<file path="src/rtl/mmm_exp_datapath.sv">
// Modular-exponentiation datapath: two bit-serial Montgomery multipliers plus X/P/result registers.
// Optional schedule checker (sched_err output) enabled by defining MMM_SCHED_CHECK_EN.
module mmm_exp_datapath #(
  parameter int WIDTH = 8
) (
  input  logic             clk,
  input  logic             rstb,
  input  logic             en,
  input  logic             rst_mmm,
  input  logic             ld_a,
  input  logic             ld_r,
  input  logic             lock1,
  input  logic             lock2,
  input  logic [1:0]       sel1,
  input  logic             sel2,
  input  logic             eoc,
  input  logic [WIDTH-1:0] msg,
  input  logic [WIDTH-1:0] modn,
  input  logic [WIDTH-1:0] r2_mod,
  output logic [WIDTH-1:0] result,
  output logic             done
`ifdef MMM_SCHED_CHECK_EN
  ,
  output logic             sched_err
`endif
);

  localparam int SW = WIDTH + 2;
  localparam int CW = $clog2(WIDTH + 1);
  localparam logic [CW-1:0] CNT_MAX = CW'(WIDTH);

  // One Montgomery iteration; S stays below 2N so the sum fits in SW+1 bits.
  function automatic logic [SW-1:0] mont_step(input logic [SW-1:0] s, input logic a0,
                                              input logic [WIDTH-1:0] b, input logic [WIDTH-1:0] n);
    logic [SW:0] t;
    t = {1'b0, s} + (a0 ? (SW+1)'(b) : '0);
    if (t[0]) t = t + (SW+1)'(n);
    return t[SW:1];
  endfunction

  function automatic logic [WIDTH-1:0] mont_reduce(input logic [SW-1:0] s, input logic [WIDTH-1:0] n);
    return WIDTH'((s >= SW'(n)) ? (s - SW'(n)) : s);
  endfunction

  logic [WIDTH-1:0] r_a1, r_a2, r_b1, r_b2, r_n;
  logic [SW-1:0]    r_s1, r_s2;
  logic [CW-1:0]    r_cnt1, r_cnt2;
  logic [WIDTH-1:0] r_x, r_p, r_result;
  logic             r_done;

  logic [WIDTH-1:0] w_a1, w_b1, w_a2, w_b2, w_f1, w_f2, w_x_next, w_p_next;
  logic             w_wr;

  always_comb begin
    w_a1 = r_x;
    w_b1 = WIDTH'(1);
    case (sel1)
      2'b00:   w_a1 = r2_mod;
      2'b01:   w_b1 = r_p;
      default: w_b1 = WIDTH'(1);
    endcase
    w_a2 = sel2 ? r_p : msg;
    w_b2 = sel2 ? r_p : r2_mod;
  end

  assign w_f1     = mont_reduce(r_s1, r_n);
  assign w_f2     = mont_reduce(r_s2, r_n);
  assign w_wr     = en && rst_mmm && !ld_a && ld_r;
  assign w_x_next = (w_wr && lock1) ? w_f1 : r_x;
  assign w_p_next = (w_wr && lock2) ? w_f2 : r_p;

  always_ff @(posedge clk or negedge rstb) begin
    if (!rstb) begin
      r_a1 <= '0; r_a2 <= '0; r_b1 <= '0; r_b2 <= '0; r_n <= '0;
      r_s1 <= '0; r_s2 <= '0; r_cnt1 <= '0; r_cnt2 <= '0;
    end else if (en) begin
      if (!rst_mmm) begin
        r_s1 <= '0; r_s2 <= '0; r_cnt1 <= '0; r_cnt2 <= '0;
      end else if (ld_a) begin
        r_a1 <= w_a1; r_b1 <= w_b1;
        r_a2 <= w_a2; r_b2 <= w_b2;
        r_n  <= modn;
        r_s1 <= '0; r_s2 <= '0; r_cnt1 <= '0; r_cnt2 <= '0;
      end else if (!ld_r) begin
        if (r_cnt1 < CNT_MAX) begin
          r_s1   <= mont_step(r_s1, r_a1[0], r_b1, r_n);
          r_a1   <= r_a1 >> 1;
          r_cnt1 <= r_cnt1 + CW'(1);
        end
        if (r_cnt2 < CNT_MAX) begin
          r_s2   <= mont_step(r_s2, r_a2[0], r_b2, r_n);
          r_a2   <= r_a2 >> 1;
          r_cnt2 <= r_cnt2 + CW'(1);
        end
      end
    end
  end

  // result captures X as it leaves this edge, so eoc alongside ld_r sees the new X.
  always_ff @(posedge clk or negedge rstb) begin
    if (!rstb) begin
      r_x <= '0; r_p <= '0; r_result <= '0; r_done <= 1'b0;
    end else begin
      r_x <= w_x_next;
      r_p <= w_p_next;
      if (en) begin
        r_done <= eoc;
        if (eoc) r_result <= w_x_next;
      end else begin
        r_done <= 1'b0;
      end
    end
  end

  assign result = r_result;
  assign done   = r_done;

`ifdef MMM_SCHED_CHECK_EN
  logic r_sched_err;
  logic w_early;

  assign w_early = (r_cnt1 < CNT_MAX) || (r_cnt2 < CNT_MAX);

  always_ff @(posedge clk or negedge rstb) begin
    if (!rstb) begin
      r_sched_err <= 1'b0;
    end else if (en) begin
      if (!rst_mmm) r_sched_err <= 1'b0;
      else if (w_wr && w_early) r_sched_err <= 1'b1;
    end
  end

  assign sched_err = r_sched_err;
`endif

endmodule

</file>
<file path="config.mk">
export PLATFORM = sky130hd
export DESIGN_NAME = mmm_exp_datapath
export DESIGN_NICKNAME = d
export VERILOG_FILES = /design/src/rtl/mmm_exp_datapath.sv
export SDC_FILE = /design/constraint.sdc
export NUM_CORES = 1
export LEC_CHECK = 0
export BUFFER_PORTS_ARGS = -buffer_cell sky130_fd_sc_hd__buf_4
export CAP_MARGIN = 20
export CORE_MARGIN = 2
export CORE_UTILIZATION = 40
export CTS_BUF_LIST = sky130_fd_sc_hd__clkbuf_4 sky130_fd_sc_hd__clkbuf_8
export CTS_CLUSTER_SIZE = 12
export DETAILED_ROUTE_END_ITERATION = 7
export GPL_TIMING_DRIVEN = 1
export PLACE_DENSITY = 0.63
export SYNTH_ARGS = -nofsm -noshare
export SYNTH_HDL_FRONTEND = slang
export SYNTH_SLANG_ARGS = --single-unit
</file>
<file path="constraint.sdc">
create_clock -name clk -period 3.3 [get_ports clk]
set_clock_uncertainty 0.1 [all_clocks]
set_input_delay 0.66 -clock clk [delete_from_list [all_inputs] [get_ports clk]]
set_output_delay 0.66 -clock clk [all_outputs]
set_load 0.05 [all_outputs]
</file>
Word-level counts from Yosys, hierarchy flattened
Cells that the tools add are included.
- register bits after elaboration: 93
- input port bits: 36
- output and inout port bits: 9
- logic and storage cells: 79
- add/sub/neg operators: 8
- order comparisons: 4
- equality and inequality tests: 5
- muxes and demuxes: 34
- reduce and logical (&&, ||, !) cells: 15
- operators with widths (kind ; number):
    $mux 8 ; 15
    $mux 10 ; 8
    $mux 4 ; 8
    $add 10x8->11 ; 2
    $add 11x8->11 ; 2
    $mux 11 ; 2
    $ge 10x8->1 ; 2
    $sub 8x8->8 ; 2
    $reduce_and 3->1 ; 3
    $add 4x1->4 const B ; 2
    $lt 4x4->1 const B ; 2
    $reduce_and 4->1 ; 2
    $ne 3x1->1 const B ; 2
    $logic_and 1x1->1 ; 5
    $reduce_bool 2->1 ; 2
    $ne 3x3->1 const B ; 1
    $eq 2x1->1 const B ; 1
    $logic_not 2->1 ; 1
    $ne 2x2->1 const B ; 1
    $reduce_and 2->1 ; 1
    $logic_not 1->1 ; 1
    $mux 1 ; 1

Logic depth before layout (Yosys ltp)
Gate-level depths: netlist of run 1.
- word-level depth: 8
- mapped depth: 16
- gate-level depth less buffers: 16

Least setup slack after synthesis of run 1
Ideal clock, no wire load.
- path kind: register to register
- start: register r_a2[0]
- end: register r_s2[8]
- arrival: 3.088 ns
- required time: 3.078 ns
- setup slack: -0.009 ns
- stages on the path, launching flop included: 16
- period minus slack after synthesis: 3.309 ns
- cells stage by stage: dfrtp_1 > and2_1 > ha_1 > inv_1 > fa_1 > nor2b_4 > o21ai_2 > or2b_1 > xor2_1 > ha_1 > and3_1 > a221oi_1 > a21oi_1 > a21oi_1 > or4_1 > a32o_1
- word-level cells in the longest chain between the ends: 8
- RTL lines (element ; RTL line ; RTL):
    start: declaration ; 45 ; logic [WIDTH-1:0] r_a1, r_a2, r_b1, r_b2, r_n;
    start signal: assignment ; 81 ; r_a2 <= w_a2; r_b2 <= w_b2;
    start signal: assignment ; 92 ; r_a2 <= r_a2 >> 1;
    $mux 8 * ; 36 ; t = {1'b0, s} + (a0 ? (SW+1)'(b) : '0);
    $add 10x8->11 * ; 36 ;
    $add 11x8->11 ; 37 ; if (t[0]) t = t + (SW+1)'(n);
    $mux 11 * ; 37 ;
    $mux 10 * ; 90 ; if (r_cnt2 < CNT_MAX) begin
    $mux 10 * ; 84 ; end else if (!ld_r) begin
    $mux 10 * ; 79 ; end else if (ld_a) begin
    $mux 10 * ; 77 ; if (!rst_mmm) begin
    end signal: assignment ; 91 ; r_s2 <= mont_step(r_s2, r_a2[0], r_b2, r_n);
    end: declaration ; 46 ; logic [SW-1:0] r_s1, r_s2;
Mark *: on every way between the ends. The rest lies on a longest branch, timed or not. The select of a mux whose other input is x is not followed.
A chain may end at the register's enable or synchronous reset.

Worst setup path after layout of run 1
- start: register r_a1[0]
- end: register r_s1[8]
- word-level cells in the longest chain between the ends: 8
- RTL lines (element ; RTL line ; RTL):
    start: declaration ; 45 ;
    start signal: assignment ; 80 ; r_a1 <= w_a1; r_b1 <= w_b1;
    start signal: assignment ; 87 ; r_a1 <= r_a1 >> 1;
    $mux 8 * ; 36 ;
    $add 10x8->11 * ; 36 ;
    $add 11x8->11 ; 37 ;
    $mux 11 * ; 37 ;
    $mux 10 * ; 85 ; if (r_cnt1 < CNT_MAX) begin
    $mux 10 * ; 84 ;
    $mux 10 * ; 79 ;
    $mux 10 * ; 77 ;
    end signal: assignment ; 86 ; r_s1 <= mont_step(r_s1, r_a1[0], r_b1, r_n);
    end: declaration ; 46 ;
Marked as above.

==> results of run 1 <==
==> sequential cells by signal, indices dropped and copies added, names as in the netlist <==
| name | flops |
|---|---|
| r_s1 | 10 |
| r_s2 | 10 |
| r_a1 | 8 |
| r_a2 | 8 |
| r_b1 | 8 |
| r_b2 | 8 |
| r_n | 8 |
| r_p | 8 |
| r_x | 8 |
| result | 8 |
| r_cnt1 | 4 |
| r_cnt2 | 4 |
| done | 1 |
==> per-layer routing <==
metal | vias to the layer above | wire (µm) | share of wire | track usage
met5 | - | 0 | 0 | 0
met3 | 17 | 755 | 0.044 | 0.02647
li1 | 2791 | - | - | -
met1 | 2617 | 8614 | 0.50 | 0.3043
met2 | 144 | 7606 | 0.44 | 0.3241
met4 | 0 | 257 | 0.015 | 0.05257
==> cells in the final DEF (no fill, tap or decap), types with 4 or more instances in the layout <==
cell / instances
sky130_fd_sc_hd__a211oi_1: 10
sky130_fd_sc_hd__a21o_1: 6
sky130_fd_sc_hd__a21oi_1: 37
sky130_fd_sc_hd__a22o_1: 5
sky130_fd_sc_hd__and2_1: 12
sky130_fd_sc_hd__and3_1: 11
sky130_fd_sc_hd__buf_4: 97
sky130_fd_sc_hd__clkbuf_8: 9
sky130_fd_sc_hd__dfrtp_1: 93
sky130_fd_sc_hd__fa_1: 4
sky130_fd_sc_hd__ha_1: 38
sky130_fd_sc_hd__ha_4: 8
sky130_fd_sc_hd__inv_1: 23
sky130_fd_sc_hd__mux2_2: 10
sky130_fd_sc_hd__mux2i_1: 32
sky130_fd_sc_hd__nand2_1: 101
sky130_fd_sc_hd__nand2b_1: 8
sky130_fd_sc_hd__nand3_1: 19
sky130_fd_sc_hd__nor2_1: 39
sky130_fd_sc_hd__nor2_2: 4
sky130_fd_sc_hd__nor2b_1: 9
sky130_fd_sc_hd__nor3_1: 10
sky130_fd_sc_hd__o21a_1: 9
sky130_fd_sc_hd__o21ai_0: 96
sky130_fd_sc_hd__o21ai_1: 20
sky130_fd_sc_hd__o21ai_2: 4
sky130_fd_sc_hd__o31ai_1: 4
sky130_fd_sc_hd__or3_1: 5
sky130_fd_sc_hd__xnor2_1: 18
sky130_fd_sc_hd__xnor2_2: 4
sky130_fd_sc_hd__xor2_1: 4
==> timing repair <==
item / 4_1_cts / 5_1_grt
pin swaps: 6 / 13
setup endpoints to repair: 8 / 11
resized for setup: 17 / 40
setup buffers: 3 / 3
==> critical path, stage by stage (launching register included) <==
cell,delay (ns)
sky130_fd_sc_hd__dfrtp_1,0.42
sky130_fd_sc_hd__and2_1,0.16
sky130_fd_sc_hd__ha_1,0.25
sky130_fd_sc_hd__a211oi_2,0.32
sky130_fd_sc_hd__nor2_2,0.08
sky130_fd_sc_hd__o21a_1,0.17
sky130_fd_sc_hd__nor2_1,0.11
sky130_fd_sc_hd__xnor2_1,0.10
sky130_fd_sc_hd__ha_1,0.38
sky130_fd_sc_hd__nand3_1,0.09
sky130_fd_sc_hd__nand2_1,0.08
sky130_fd_sc_hd__a41oi_2,0.04
sky130_fd_sc_hd__a211oi_1,0.20
sky130_fd_sc_hd__or4b_1,0.46
sky130_fd_sc_hd__xnor3_1,0.21
sky130_fd_sc_hd__o21ai_1,0.06
==> where the power goes <==
group / switching [mW] / internal [mW] / total, mW
clock: 0.464 / 0.292 / 0.756
combinational: 0.563 / 0.460 / 1.02
sequential: 0.108 / 1.25 / 1.36
total: 1.14 / 2.00 / 3.14
==> cell type report <==
cell class | instances | area, µm² | area share
inverters | 27 | 101.3 | 0.01297
clock buffers | 9 | 123.9 | 0.01586
clock inverters | 7 | 66.31 | 0.008488
well taps | 216 | 270.3 | 0.03459
repair buffers | 98 | 739.5 | 0.09465
multi-input cells | 588 | 4184 | 0.5356
flip-flops and latches | 93 | 2327 | 0.2979
==> worst max-delay path by stage <==
stage,end,slack [ns],startpoint,cells after the start
3_3_place_gp,r_s2[8]$_DFFE_PN0P_,-0.03,r_a2[0]$_DFFE_PN0P_,15
5_1_grt,r_s1[8]$_DFFE_PN0P_,-0.24,r_a1[0]$_DFFE_PN0P_,15
2_1_floorplan,r_s2[8]$_DFFE_PN0P_,0.007,r_a2[0]$_DFFE_PN0P_,15
4_1_cts,r_s2[8]$_DFFE_PN0P_,-0.04,r_a2[0]$_DFFE_PN0P_,15
6_report,r_s1[8]$_DFFE_PN0P_,-0.05,r_a1[0]$_DFFE_PN0P_,15
3_5_place_dp,r_s1[7]$_DFFE_PN0P_,-0.11,r_a1[0]$_DFFE_PN0P_,16
==> kinds of logic (layout without fill, tap and decap cells) <==
group | count (synthesis) | in the layout | share of synthesized area
AOI/OAI and AO/OA | 229 | 229 | 0.2148
xor gates and xnor gates | 29 | 29 | 0.04164
adders and majority gates | 54 | 54 | 0.1121
buffers and inverters | 53 | 141 | 0.03211
DFF | 93 | 93 | 0.3619
muxes | 44 | 44 | 0.07083
and+or+nand+nor | 232 | 232 | 0.1666
==> results.md, run 1 <==
* Status: complete, but fails checks
* Violated checks: setup timing
* Fraction of registers with async set/reset at 1.000
* Commonest cells in the netlist: 105 x sky130_fd_sc_hd__o21ai_0, 101 x sky130_fd_sc_hd__nand2_1, 93 x sky130_fd_sc_hd__dfrtp_1
* Number of slew-limit violations in the final report at 0
* Total power at 3.140 mW
* Root Buffer Master: sky130_fd_sc_hd__clkbuf_8
* Syn Area/Cell at 8.760 µm²
* Post-layout min period at 3.354 ns
* Final design instance area without fill at 7812 µm²
* Sequential fraction of the synthesis area at 0.3619
* Type of the most critical hold path: in2async
* Number of enable-type register cells in the synthesized netlist at 0
* Final clock period utilization by the worst path at 1.016
* Antenna violations before repair at 0
* Total grt overflow at 0
* Most common cell in the synthesized netlist: sky130_fd_sc_hd__o21ai_0
* Worst hold slack across all endpoints at 0.1607 ns
* Pin count of the biggest net entering global routing at 43
* DIE WIDTH at 130.8 µm
* Cell count after synthesis at 734
* Effective utilization at floorplan at 0.4077
* Worst Path Max Fanout at 5
* Final Setup Violations at 2
* R2r worst-path depth at 15
* Via/cell ratio at 5.365
* Maximum VDD drop at 0.1904 mV
* Number of register bits inferred by synthesis at 93
* Crit start category: flip-flop
* WL per Instance at 16.60 µm
* Top cell type's share of synthesized area at 0.3619
* GPL Wtd Cong at 0.9157
* Max-slew headroom at the worst pin at 0.6147
* Maximum frequency from static timing analysis at 298.2 MHz
* Chip Height at 130.8 µm
* Top FF cell, synth: sky130_fd_sc_hd__dfrtp_1
* Number of max-capacitance violations reported at 0
* Number of levels the H-tree was split into at 3
* Routed Wire Length at 17230 µm
* Power density over cell area at 401.9 nW/µm²
* Buffers on Ports at 44
* Measured slew at the worst slew-check pin at 0.5779 ns
* Post-DP HPWL at 13200 µm
* Netlist cell types at 57
* End-of-flow core utilization at 0.4954
* TritonCTS sink count at 93
* Final Hold Fails at 0
* Launching point of the worst reg2reg path: r_a1[0]$_DFFE_PN0P_
* Via count at 5569
* Top post-synthesis cells by area: sky130_fd_sc_hd__dfrtp_1 36%, sky130_fd_sc_hd__ha_1 9.3%, sky130_fd_sc_hd__o21ai_0 8.2%, sky130_fd_sc_hd__nand2_1 5.9%, sky130_fd_sc_hd__mux2i_1 5.0%
* Antenna viol nets, final at 0
* Worst reg2reg setup slack at -0.05 ns
* Clock-pin slew on the worst setup and hold paths at 0.10 ns
* Cts hold-fix bufs at 0
* Setup repair after global routing missed its margin: true
* Setup slack after layout at -0.05393 ns
* P&R area growth vs syn at 21.50%
* Yosys warnings at 0
* Netlist area before placement at 6430 µm²
* Fraction of layout cells with a size suffix above 1 at 0.2117
* Total routing resource utilization after global routing at 0.2069
* Critical Path Sink Type: flip-flop
* Wire length of the first global-routing pass at 27100 µm
* Cell row count at 46
* Core box area at 15770 µm²
* Remaining DRCs at 0
* Placed Instances at 1016
* Number of CTS-inserted buffers at 9
* Data required time at the worst endpoint at 3.46 ns
* Later-pin clock latency in the skew report at 0.38 ns
* Fill cell total of the finished layout at 1540
* WS Path Type: reg2reg
* Area of the die at 17100 µm²
* Fin cells at 1038
* Accumulated negative setup slack at -0.07084 ns
* Total cell area at the placement stage at 7291 µm²
* Vias in the first global route at 5127
* N_diodes at 0
* Total number of nets in the final design at 907
* Post-Place Setup Slack at -0.1125 ns
* Cell taking the most area after synthesis: sky130_fd_sc_hd__dfrtp_1
* Iteration count of the initial detailed-routing pass at 8
* Violation count after the first detailed-route iteration at 392
* Reg2Reg Capture Point: r_s1[8]$_DFFE_PN0P_
* Synthesized netlist net count at 824
* Data arrival time of the critical path at 3.51 ns
* Ports placed on the boundary at 45
* CTS tree: done
* Pleak at 3.534 nW
* Longest Clk Path Bufs at 2
No activity file was read; power rests on OpenSTA's default activity.
==> run 2, diff against run 1 <==
--- a/config.mk
+++ b/config.mk
@@ -5,7 +5,7 @@
 export SDC_FILE = /design/constraint.sdc
 export NUM_CORES = 1
 export LEC_CHECK = 0
-export BUFFER_PORTS_ARGS = -buffer_cell sky130_fd_sc_hd__buf_4
+export BUFFER_PORTS_ARGS = -buffer_cell sky130_fd_sc_hd__buf_2
 export CAP_MARGIN = 20
 export CORE_MARGIN = 2
 export CORE_UTILIZATION = 40
@@ -13,7 +13,7 @@
 export CTS_CLUSTER_SIZE = 12
 export DETAILED_ROUTE_END_ITERATION = 7
 export GPL_TIMING_DRIVEN = 1
-export PLACE_DENSITY = 0.63
+export PLACE_DENSITY = 0.68
 export SYNTH_ARGS = -nofsm -noshare
 export SYNTH_HDL_FRONTEND = slang
 export SYNTH_SLANG_ARGS = --single-unit
==> run 2 against run 1 <==
The run still ends with setup timing left. First-iteration DRC count fell by 11%. Largest cell class unchanged. Combinational power barely moved. Highest routed layer unchanged. Sequential share of layout area rose by 0.27 points. Critical path depth did not move.
==> results.md, run 2 (synthesis gave the netlist of run 1 again) <==
* Status: complete, but fails checks
* Violated checks: setup timing
* Post-Place Setup Slack at -0.1420 ns (-0.02960 ns)
* Wire length of the first global-routing pass at 27500 µm (+1.5%)
* Cts hold-fix bufs at 0 (unchanged)
* WS Path Type: reg2reg
* Worst Path Max Fanout at 4 (-1)
* Total routing resource utilization after global routing at 0.2098 (+0.002834)
* Antenna viol nets, final at 0 (unchanged)
* Ports placed on the boundary at 45 (unchanged)
* Later-pin clock latency in the skew report at 0.40 ns (+0.02 ns)
* Remaining DRCs at 0 (unchanged)
* Core box area at 15770 µm² (unchanged)
* Fraction of layout cells with a size suffix above 1 at 0.2143 (+0.002607)
* Final clock period utilization by the worst path at 1.014 (-0.001862)
* Via count at 5571 (+0.036%)
* P&R area growth vs syn at 20.39%
* Accumulated negative setup slack at -0.07289 ns (-0.002050 ns)
* Multi-input combinational cell area at 4175 µm² (-0.21%)
* TritonCTS sink count at 93 (unchanged)
* Violation count after the first detailed-route iteration at 349 (-11%)
* CTS tree: done
* Measured slew at the worst slew-check pin at 0.9537 ns (+0.3758 ns)
* Root Buffer Master: sky130_fd_sc_hd__clkbuf_8
* Worst hold slack across all endpoints at 0.2670 ns (+0.1063 ns)
* Vias in the first global route at 5244 (+2.3%)
* Largest delay contributor family on the critical path: simple AND/OR/NAND/NOR gates
* Type of the most critical hold path: in2async
* Data required time at the worst endpoint at 3.48 ns (+0.02 ns)
* Combined buffer and inverter count along the critical path at 1 (+1)
* Antenna violations before repair at 0 (unchanged)
* Cell row count at 46 (unchanged)
* Delay of the slowest cell on the worst path at 0.41 ns (-0.05 ns)
* Longest Clk Path Bufs at 2 (unchanged)
* Maximum frequency from static timing analysis at 298.7 MHz (+0.18%)
* Setup slack after layout at -0.04778 ns (+0.006145 ns)
* Maximum VDD drop at 0.2349 mV (+23%)
* Crit start category: flip-flop
* Largest registers: r_s1 (10), r_s2 (10)
* FF+latch area at 2327 µm² (unchanged)
* Total grt overflow at 0 (unchanged)
* Number of levels the H-tree was split into at 3 (unchanged)
* Area of the die at 17100 µm² (unchanged)
* WL per Instance at 16.89 µm (+1.7%)
* Number of CTS-inserted buffers at 9 (unchanged)
* Effective utilization at floorplan at 0.4077 (unchanged)
* Final Hold Fails at 0 (unchanged)
* Cell at the slowest stage of the critical path: sky130_fd_sc_hd__dfrtp_1
* Iteration count of the initial detailed-routing pass at 5 (-3)
* GPL Wtd Cong at 0.9188 (+0.34%)
* Total power at 3.194 mW (+1.7%)
* N_diodes at 0 (unchanged)
* Post-DP HPWL at 13190 µm (about the same)
* Critical Path Sink Type: flip-flop
* Power density over cell area at 412.6 nW/µm² (+2.7%)
* Total number of nets in the final design at 911 (+0.44%)
* Routed Wire Length at 17600 µm (+2.1%)
* Max-slew headroom at the worst pin at 0.3642 (-0.2506)
* Highest-count cells in the layout ignoring fill and taps: 101 x sky130_fd_sc_hd__nand2_1, 96 x sky130_fd_sc_hd__o21ai_0, 93 x sky130_fd_sc_hd__dfrtp_1
* Number of slew-limit violations in the final report at 0 (unchanged)
* Setup repair after global routing missed its margin: true
* Via/cell ratio at 5.346 (-0.35%)
* Pleak at 3.520 nW (-0.40%)
* Number of max-capacitance violations reported at 0 (unchanged)
* DIE WIDTH at 130.8 µm (unchanged)
* Chip Height at 130.8 µm (unchanged)
* Data arrival time of the critical path at 3.53 ns (+0.02 ns)
* Cell-by-cell listing of the critical path: and2_4 > ha_4 > inv_2 > fa_2 > nor2b_4 > o21ai_2 > or2b_1 > xor2_2 > ha_4 > and3_4 > a221oi_4 > a21oi_2 > a21oi_2 > or4_1 > a32o_1
* Most common cell after layout, fill and taps aside: sky130_fd_sc_hd__nand2_1
* Buffers on Ports at 44 (unchanged)
* Post-layout min period at 3.348 ns (-0.006145 ns)
* Pin count of the biggest net entering global routing at 71 (+65%)
* Fill cell total of the finished layout at 1511 (-1.9%)
* Clock-pin slew on the worst setup and hold paths at 0.11 ns (about the same)
* Final Setup Violations at 2 (unchanged)
run 2: cell types whose count changed in the layout (fill, tap and decap cells not counted), sizes merged:
| cell | previous run | this run |
|---|---|---|
| bufinv | 0 | 1 |
| clkinvlp | 2 | 0 |
| buf | 98 | 102 |
| inv | 28 | 29 |
run 2: worst reg2reg max path, delay by kind of cell (launching register included):
kind / cells / cell delay (ns)
and+or+nand+nor: 5 / 1.06
AOI/OAI and AO/OA: 5 / 0.72
adders and majority gates: 3 / 0.71
DFF: 1 / 0.41
xor gates and xnor gates: 1 / 0.17
buffers and inverters: 1 / 0.05
run 2: final timing paths:
path                                     startpoint             endpoint  slack, ns  cells after the start
worst max-delay path            r_a2[0]$_DFFE_PN0P_  r_s2[8]$_DFFE_PN0P_      -0.05                     15
worst min-delay path                           rstb  r_s2[4]$_DFFE_PN0P_       0.27                      1
worst max register to register  r_a2[0]$_DFFE_PN0P_  r_s2[8]$_DFFE_PN0P_      -0.05                     15
worst min register to register  r_a2[7]$_DFFE_PN0P_  r_a2[7]$_DFFE_PN0P_       0.39                      2
max in group asynchronous                      rstb     r_x[2]$_DFF_PN0_       2.02                      2
min in group clk                r_a2[7]$_DFFE_PN0P_  r_a2[7]$_DFFE_PN0P_       0.39                      2
run 2: routing by layer:
layer / wire (µm) / global-route usage
met1: 8603 / 0.2988
met2: 7850 / 0.3254
met3: 840 / 0.03542
met5: 0 / 0
met4: 304 / 0.06946
run 2: timing repair:
| item | 4_1_cts | 5_1_grt |
|---|---|---|
| resized for setup | 17 | 39 |
| setup endpoints to repair | 9 | 10 |
| buffers inserted | 5 | 3 |
| pin swaps | 12 | 21 |
run 2: power by group:
group          internal (mW)  switching [mW]  total (mW)
Clock                  0.364           0.464       0.828
Sequential              1.25           0.117        1.37
Combinational          0.432           0.564       0.996
Total                   2.05            1.15        3.19
run 2: final cells by class:
| type | count | share of cell area |
|---|---|---|
| multi-input cells | 588 | 0.5394 |
| flip-flops and latches | 93 | 0.3006 |
| repair buffers | 102 | 0.08550 |
| well taps | 216 | 0.03491 |
| clock buffers | 9 | 0.01600 |
| inverters | 27 | 0.01309 |
| clock inverters | 7 | 0.01051 |
run 2: through the flow:
| step | area, µm² | utilization | cells |
|---|---|---|---|
| global route | 7741 | 0.4909 | 1042 |
| global placement | 7198 | 0.4564 | 1018 |
| CTS | 7516 | 0.4766 | 1039 |
| finish | 7741 | 0.4909 | 1042 |
| floorplan | 6435 | - | 734 |
| detailed placement | 7198 | 0.4564 | 1018 |
==> run 3, diff against run 2 <==
--- a/config.mk
+++ b/config.mk
@@ -7,13 +7,15 @@
 export LEC_CHECK = 0
 export BUFFER_PORTS_ARGS = -buffer_cell sky130_fd_sc_hd__buf_2
 export CAP_MARGIN = 20
+export CELL_PAD_IN_SITES_DETAIL_PLACEMENT = 1
+export CELL_PAD_IN_SITES_GLOBAL_PLACEMENT = 2
 export CORE_MARGIN = 2
-export CORE_UTILIZATION = 40
+export CORE_UTILIZATION = 35
 export CTS_BUF_LIST = sky130_fd_sc_hd__clkbuf_4 sky130_fd_sc_hd__clkbuf_8
 export CTS_CLUSTER_SIZE = 12
 export DETAILED_ROUTE_END_ITERATION = 7
 export GPL_TIMING_DRIVEN = 1
-export PLACE_DENSITY = 0.68
+export PLACE_DENSITY = 0.87
 export SYNTH_ARGS = -nofsm -noshare
 export SYNTH_HDL_FRONTEND = slang
 export SYNTH_SLANG_ARGS = --single-unit
==> run 3 against run 2 <==
The run still ends with setup timing left. Sequential power hardly changed. Die area is 14% higher. Wire length is 12% higher. Clock power is 3.6% lower. Utilization is 4.7 points lower. Clock-buffer cell count stayed put. Critical path depth stayed put. First-iteration DRC count is 12% lower. Worst hold slack worse by 0.094 ns. Critical path type unchanged. Critical endpoint is now r_s1[8]$_DFFE_PN0P_. Largest power group unchanged.
==> results.md, run 3 (synthesis gave the netlist of run 1 again) <==
* Status: complete, but fails checks
* Violated checks: setup timing
* Pleak at 3.602 nW (+2.3%)
* Final clock period utilization by the worst path at 1.023 (+0.008384)
* DIE WIDTH at 139.5 µm (+6.7%)
* Number of max-capacitance violations reported at 0 (unchanged)
* Final Setup Violations at 2 (unchanged)
* Max-slew headroom at the worst pin at 0.5726 (+0.2084)
* Chip Height at 139.5 µm (+6.7%)
* Post-layout min period at 3.375 ns (+0.02767 ns)
* Antenna violations before repair at 0 (unchanged)
* Data required time at the worst endpoint at 3.48 ns (about the same)
* Ports placed on the boundary at 45 (unchanged)
* Area of the die at 19470 µm² (+14%)
* Maximum frequency from static timing analysis at 296.3 MHz (-0.82%)
* Part of the power in combinational logic at 0.329 (+0.017)
* Post-Place Setup Slack at -0.2492 ns (-0.1071 ns)
* GPL Wtd Cong at 0.8791 (-4.3%)
* Later-pin clock latency in the skew report at 0.40 ns (about the same)
* WS Path Type: reg2reg
* Met2 WL at 9162 µm (+17%)
* Antenna viol nets, final at 0 (unchanged)
* Vias in the first global route at 5827 (+11%)
* Routed Wire Length at 19690 µm (+12%)
* Fraction of layout cells with a size suffix above 1 at 0.2503 (+0.03601)
* Measured slew at the worst slew-check pin at 0.6411 ns (-0.3126 ns)
* Total grt overflow at 0 (unchanged)
* Clock-pin slew on the worst setup and hold paths at 0.10 ns (about the same)
* Violation count after the first detailed-route iteration at 307 (-12%)
* Wire length of the first global-routing pass at 31370 µm (+14%)
* Number of levels the H-tree was split into at 3 (unchanged)
* Worst Path Max Fanout at 4 (unchanged)
* Via count at 5764 (+3.5%)
* Via/cell ratio at 5.397 (+0.95%)
* Crit start category: flip-flop
* Clock network power share at 0.247 (-0.012)
* P&R area growth vs syn at 24.32%
* Final Hold Fails at 0 (unchanged)
* Effective utilization at floorplan at 0.3567 (-0.05100)
* Total number of nets in the final design at 924 (+1.4%)
* Pin count of the biggest net entering global routing at 49 (-31%)
* Highest-count cells in the layout ignoring fill and taps: 98 x sky130_fd_sc_hd__nand2_1, 94 x sky130_fd_sc_hd__o21ai_0, 93 x sky130_fd_sc_hd__dfrtp_1
* Detailed route wirelength on metal3 at 510 µm (-39%)
* Data arrival time of the critical path at 3.56 ns (+0.03 ns)
* Remaining DRCs at 0 (unchanged)
* Most common cell after layout, fill and taps aside: sky130_fd_sc_hd__nand2_1
* Root Buffer Master: sky130_fd_sc_hd__clkbuf_8
* Post-DP HPWL at 15030 µm (+14%)
* Switching share of power at 0.3734 (+0.01490)
* Type of the most critical hold path: in2async
* Sequential share of power at 0.424 (-0.005)
* Core box area at 18020 µm² (+14%)
* Largest registers: r_s1 (10), r_s2 (10)
* Length of routed wiring on met1 at 9671 µm (+12%)
* WL per Instance at 18.43 µm (+9.1%)
* Total routing resource utilization after global routing at 0.2030 (-0.006741)
* Critical Path Sink Type: flip-flop
* Iteration count of the initial detailed-routing pass at 5 (unchanged)
* Maximum VDD drop at 0.2450 mV (+4.3%)
* Setup repair after global routing missed its margin: true
* CTS tree: done
* Number of CTS-inserted buffers at 9 (unchanged)
* Internal power of the cells at 2.023 mW (-1.3%)
* TritonCTS sink count at 93 (unchanged)
* Total power at 3.228 mW (+1.1%)
* Cts hold-fix bufs at 0 (unchanged)
* Buffers on Ports at 44 (unchanged)
* Longest Clk Path Bufs at 2 (unchanged)
* Fill cell total of the finished layout at 2131 (+41%)
* N_diodes at 0 (unchanged)
* Max Used Layer: met4
* Setup slack after layout at -0.07545 ns (-0.02767 ns)
* Number of slew-limit violations in the final report at 0 (unchanged)
* Net load switching power at 1.206 mW (+5.3%)
* Power density over cell area at 403.9 nW/µm² (-2.1%)
* Cell row count at 49 (+6.5%)
run 3: final timing paths:
| check | start | end | slack [ns] | cells after the start |
|---|---|---|---|---|
| worst min register to register | r_a2[7]$_DFFE_PN0P_ | r_a2[7]$_DFFE_PN0P_ | 0.39 | 2 |
| min in group clk | r_a2[7]$_DFFE_PN0P_ | r_a2[7]$_DFFE_PN0P_ | 0.39 | 2 |
| worst max register to register | r_a1[0]$_DFFE_PN0P_ | r_s1[8]$_DFFE_PN0P_ | -0.08 | 15 |
| worst max-delay path | r_a1[0]$_DFFE_PN0P_ | r_s1[8]$_DFFE_PN0P_ | -0.08 | 15 |
| max in group asynchronous | rstb | r_s1[8]$_DFFE_PN0P_ | 2.22 | 2 |
| worst min-delay path | rstb | r_b2[4]$_DFFE_PN0P_ | 0.17 | 1 |
run 3: cell type report:
cell class / count / area, µm² / share of cell area
inverter: 27 / 101.3 / 0.01268
clock buffer: 9 / 123.9 / 0.01550
multi-input combinational: 588 / 4307 / 0.5387
sequential: 93 / 2327 / 0.2911
timing repair buffer: 115 / 775.7 / 0.09704
tap: 229 / 286.5 / 0.03584
clock inverter: 7 / 72.57 / 0.009078
run 3: power groups by stage:
stage | sequential [mW] | clock, mW | combinational [mW]
after global placement | 1.38 | 0 | 0.918
after detailed placement | 1.38 | 0 | 0.941
after global routing | 1.38 | 0.868 | 1.18
final | 1.37 | 0.798 | 1.06
after floorplan | 1.39 | 0 | 0.588
after CTS | 1.36 | 0.821 | 0.977
run 3: metrics by stage:
| stage | util | hold slack, ns | instance area [µm²] | cells | TNS (ns) |
|---|---|---|---|---|---|
| after floorplan | - | 0.2644 | 6435 | 734 | 0 |
| after CTS | 0.4238 | 0.1839 | 7639 | 1061 | -0.1394 |
| after global routing | 0.4435 | 0.2074 | 7994 | 1068 | -1.242 |
| final | 0.4435 | 0.1735 | 7994 | 1068 | -0.1465 |
| after detailed placement | 0.4059 | 0.3684 | 7317 | 1043 | -1.179 |
| after global placement | 0.4059 | 0.3577 | 7317 | 1043 | -0.3217 |
run 3: timing repair:
action,CTS,global route
buffers inserted,2,8
endpoints found under the setup margin,9,12
pin swaps,11,28
resized for setup,24,57
run 3: critical path, cell delays in order (launching register included):
cell and delay, ns:
sky130_fd_sc_hd__dfrtp_1 0.42, sky130_fd_sc_hd__and2_4 0.17, sky130_fd_sc_hd__ha_4 0.13, sky130_fd_sc_hd__inv_2 0.04, sky130_fd_sc_hd__fa_2 0.37, sky130_fd_sc_hd__nor2b_4 0.14
sky130_fd_sc_hd__o21a_1 0.12, sky130_fd_sc_hd__nor2_1 0.05, sky130_fd_sc_hd__xnor2_1 0.14, sky130_fd_sc_hd__ha_1 0.37, sky130_fd_sc_hd__buf_4 0.14, sky130_fd_sc_hd__a41oi_2 0.12
sky130_fd_sc_hd__a211oi_2 0.21, sky130_fd_sc_hd__or4b_4 0.48, sky130_fd_sc_hd__xnor3_1 0.21, sky130_fd_sc_hd__o21ai_1 0.06
run 3: per-layer routing:
metal / vias up / GRT usage
met2: 75 / 0.3189
met1: 2847 / 0.2942
met3: 21 / 0.02719
li1: 2821 / -
met4: 0 / 0.05737
met5: - / 0
